--- src/rtl/mac_seq_ctrl.sv ---
// Sequencing controller for a multiply-accumulate datapath: clears the accumulator,
// accepts len operand pairs, drains the last product, then loads the output register.
module mac_seq_ctrl #(
   parameter int CNT_W = 8
) (
   input  logic             clk,
   input  logic             rst,
   input  logic             start,
   input  logic [CNT_W-1:0] len,
   input  logic             abort,
   input  logic             in_valid,
   output logic             in_ready,
   output logic             ld_in,
   output logic             acc_clr,
   output logic             acc_en,
   output logic             ld_out,
   output logic             busy,
   output logic             done,
   output logic [CNT_W-1:0] remaining
);

   localparam logic [2:0] IDLE  = 3'd0;
   localparam logic [2:0] CLR   = 3'd1;
   localparam logic [2:0] ACCUM = 3'd2;
   localparam logic [2:0] DRAIN = 3'd3;
   localparam logic [2:0] LOAD  = 3'd4;
   localparam logic [2:0] DONE  = 3'd5;

   logic [2:0]       state_q, state_d;
   logic [CNT_W-1:0] remaining_q, remaining_d;
   logic             acc_en_q, acc_en_d;

   // in_ready is dropped during an abort so no pair is captured on a cancelled job
   assign in_ready  = (state_q == ACCUM) && !abort;
   assign ld_in     = in_valid && in_ready;
   assign acc_clr   = (state_q == CLR);
   assign ld_out    = (state_q == LOAD);
   assign done      = (state_q == DONE);
   assign busy      = (state_q != IDLE);
   assign acc_en    = acc_en_q;
   assign remaining = remaining_q;

   always_comb begin
      state_d     = state_q;
      remaining_d = remaining_q;
      acc_en_d    = ld_in;
      if (abort && (state_q != IDLE)) begin
         state_d     = IDLE;
         remaining_d = '0;
         acc_en_d    = 1'b0;
      end else begin
         case (state_q)
            IDLE: begin
               if (start) begin
                  state_d     = CLR;
                  remaining_d = len;
               end
            end
            CLR: begin
               state_d = (remaining_q != '0) ? ACCUM : LOAD;
            end
            ACCUM: begin
               if (ld_in && (remaining_q != '0)) begin
                  remaining_d = remaining_q - CNT_W'(1);
                  if (remaining_q == CNT_W'(1)) begin
                     state_d = DRAIN;
                  end
               end
            end
            DRAIN:   state_d = LOAD;
            LOAD:    state_d = DONE;
            DONE:    state_d = IDLE;
            default: state_d = IDLE;
         endcase
      end
   end

   always_ff @(posedge clk or posedge rst) begin
      if (rst) begin
         state_q     <= IDLE;
         remaining_q <= '0;
         acc_en_q    <= 1'b0;
      end else begin
         state_q     <= state_d;
         remaining_q <= remaining_d;
         acc_en_q    <= acc_en_d;
      end
   end

endmodule

--- config.mk ---
export PLATFORM = sky130hd
export DESIGN_NAME = mac_seq_ctrl
export DESIGN_NICKNAME = d
export VERILOG_FILES = /design/src/rtl/mac_seq_ctrl.sv
export SDC_FILE = /design/constraint.sdc
export NUM_CORES = 1
export LEC_CHECK = 0
export CORE_MARGIN = 3
export CORE_UTILIZATION = 40
export CTS_BUF_LIST = sky130_fd_sc_hd__clkbuf_8
export CTS_CLUSTER_SIZE = 40
export DETAILED_ROUTE_END_ITERATION = 8
export GPL_TIMING_DRIVEN = 0
export PLACE_DENSITY_LB_ADDON = 0.2
export SETUP_SLACK_MARGIN = 0.15
export SYNTH_ARGS = -nofsm -noshare
export SYNTH_HDL_FRONTEND = slang
export SYNTH_SLANG_ARGS = --single-unit
--- constraint.sdc ---
create_clock -name clk -period 3 [get_ports clk]
set_input_delay 0.3 -clock clk [delete_from_list [all_inputs] [get_ports clk]]
set_output_delay 0.3 -clock clk [all_outputs]
set_load 0.01 [all_outputs]
==> reports/qor.yml <==
run_status:
  status: "complete, no violations"
floorplanning:
  core_area_mm2: 0.001839
  die_area_mm2: 0.002635
  ios: 28
  initial_core_util_pct: 44.69
  die_w_um: 51.34
  die_h_um: 51.34
  rows: 15
global_routing:
  antenna_found_initial: 0
  grt_pass1_vias: 835
  grt_overflow_total: 0
  track_usage_pct: 18.65
  grt_max_degree: 13
  grt_pass1_wl_um: 3815
yosys:
  synth_area_leaders: "dfrtp_1 37%, a21oi_1 6.1%, nor2_1 5.9%"
  synth_area_um2: 822.0
  yosys_register_bits: 12
  ys.flop_type: "dfrtp_1"
  synthAdderAreaFrac_pct: 3.044
  synth-simple-area-share_pct: 28.16
  syn_inst: 101
  synth_compound_area_share_pct: 24.81
  seq_area_frac_synth_pct: 36.53
  synth_top_area_share_pct: 36.53
  async_reset_ff_share_pct: 100.0
  syn_avg_cell_area_um2: 8.139
  yosysTopAreaCell: "dfrtp_1"
  synth_top_family_by_area: "simple AND/OR/NAND/NOR gates"
  synth_xor_xnor_area_share_pct: 0
  syn_nets: 116
  synth_cell_types: 34
  synth-edff-count: 0
  muxShareOfSynthArea_pct: 2.588
  ys_warn_count: 0
critical_path:
  crit_chain: "buf_2, nor2_1, nand2_1, inv_1, clkdlybuf4s50_1"
  crit_required_ps: 2700
  startpoint: "state_q[2]"
  start_kind: "flop"
  r2r_cells: 5
  r2r_slack_ps: 1040
  path_class: "reg2out"
  regToRegStartpoint: "remaining[4]"
  critPathCaptureType: "primary output"
  crit_path_max_fanout: 9
  r2r_end: "remaining[2]"
  cpPeakStageDelay_ps: 570
  cp_slowest_cell: "clkdlybuf4s50_1"
  crit_arrival_ps: 2010
  worstSetupEndpoint: "in_ready"
sta:
  fin_worst_skew_ps: 2.353
  max_slew_margin_pct: 53.71
  hold_viol_final: 0
  fin_setup_tns_ps: 0
  worst_pin_slew_ps: 688.0
  hold_ws_ps: 373.3
  setup_viol: 0
  rsz0062_at_grt: "false"
  timing.final.crit_share_pct: 76.92
  post-route-min-period_ps: 2308
  fmax_mhz: 433.4
  report.final.slew_viol_count: 0
route:
  drc_errors: 0
  wirelength_um: 2157
  drt_iter0_markers: 26
  drt-vias-per-instance: 5.637
  dr.pass1.iters: 4
  avgRoutedWirePerCell_um: 13.74
  ant_nets: 0
  num_vias: 885
cells_and_area:
  syn_to_final_growth_pct: 43.38
  drive_above_1_share_pct: 9.848
  nets: 148
  diodes: 0
  fillers: 184
placed_design:
  port_buffers: 27
  dp_hpwl_um: 1607
  gp_congestion: 0.8585
clock_tree:
  cts-root-buf: "clkbuf_8"
  cts.sinks: 12
  cts_buffer_depth: 2
  cts_tree: "yes"
  cts_made_buffers: 3
  cts-resized-gates: 0
  cts_hold_buf: 0
  cts_setup_buffers: 0
  cts_max_level: 1
  clkSlewWorstSetupHoldPaths_ps: 60
  clk_latency_ps: 240
power:
  power.density_mw_per_mm2: 1043
  power.total_mw: 1.229
  p_leak_nw: 0.5028
  vdd_drop_max_v: 0.0005846
worst_hold_path:
  hold_path_class: "in2async"
job:
  drv_cap: 0
## worst min path at each step
stage / startpoint / endpoint / slack [ps] / cells past startpoint
2_1_floorplan: rst / acc_en / 160 / 1
3_3_place_gp: remaining[5] / remaining[5] / 520 / 1
3_5_place_dp: remaining[5] / remaining[5] / 530 / 1
4_1_cts: rst / remaining[7] / 400 / 2
5_1_grt: rst / remaining[4] / 430 / 2
6_report: rst / remaining[0] / 370 / 2
## flip-flops by register name, summed over array words and instances (netlist names)
| signal | count |
|---|---|
| remaining | 8 |
| state_q | 3 |
| acc_en | 1 |
## worst max-delay path, delay by kind of cell (launching register included)
kind          cells  cell delay, ps
buf+inv           3             920
simple gates      2             500
flops             1             350
## synthesized netlist by cell type (2+ instances only)
| library cell | number |
|---|---|
| nor2_1 | 13 |
| dfrtp_1 | 12 |
| a21oi_1 | 10 |
| nand2_1 | 9 |
| o21ai_0 | 7 |
| inv_1 | 6 |
| nor3_1 | 5 |
| nor3b_1 | 4 |
| o31ai_1 | 4 |
| nand3_1 | 3 |
| buf_2 | 2 |
| clkbuf_1 | 2 |
| ha_1 | 2 |
| o21a_1 | 2 |
## report_power, final
part	total (mW)	switching, mW	internal (mW)
Clock	0.179	0.0634	0.116
Sequential	0.319	0.0856	0.234
Combinational	0.730	0.383	0.347
## logic make-up after synthesis
family / Yosys count
AO/OA/AOI/OAI: 32
adder cells (fa/ha/maj): 2
buffers and inverters: 10
flip-flops: 12
multiplexers: 2
AND/OR/NAND/NOR: 43
## layout by cell type (no fill, tap or decap), drive strengths merged, types with 2 or more instances in the layout
master | netlist | final
buf | 2 | 2
clkdlybuf4s50 | 0 | 27
inv | 6 | 6
nand2 | 9 | 9
nand3 | 4 | 4
dfrtp | 12 | 12
o31ai | 4 | 4
ha | 2 | 2
nor3 | 5 | 5
nor4 | 2 | 2
o21ai | 9 | 9
clkbuf | 2 | 6
nor2 | 13 | 13
or3 | 2 | 2
nor3b | 4 | 4
o21a | 2 | 2
a21oi | 10 | 10
## routing by layer
layer	global-route usage [%]	share of wire [%]	vias up
li1	-	-	430
met1	25.41	46	415
met2	30.04	45	36
met3	3.499	7.4	4
met4	5.240	0.83	0
met5	0	0	-
## area by class of cell
class,count,area (µm²),area share [%]
well taps,25,31.28,2.654
multi-input cells,79,481.7,40.87
clock buffers,4,55.05,4.671
plain buffers,4,17.52,1.486
inverters,6,22.52,1.911
repair buffers,27,270.3,22.93
flip-flops and latches,12,300.3,25.48
## metrics by stage
stage               utilization, %  setup WS [ps]  cells  area [µm²]
global placement             61.09          793.1    153        1124
global route                 64.08          565.9    157        1179
finish                       64.08          692.4    157        1179
CTS                          64.08          702.8    157        1179
floorplan                        -           1213    101       822.0
detailed placement           61.09          746.2    153        1124
Note: power is estimated with default switching activity, not from simulation.
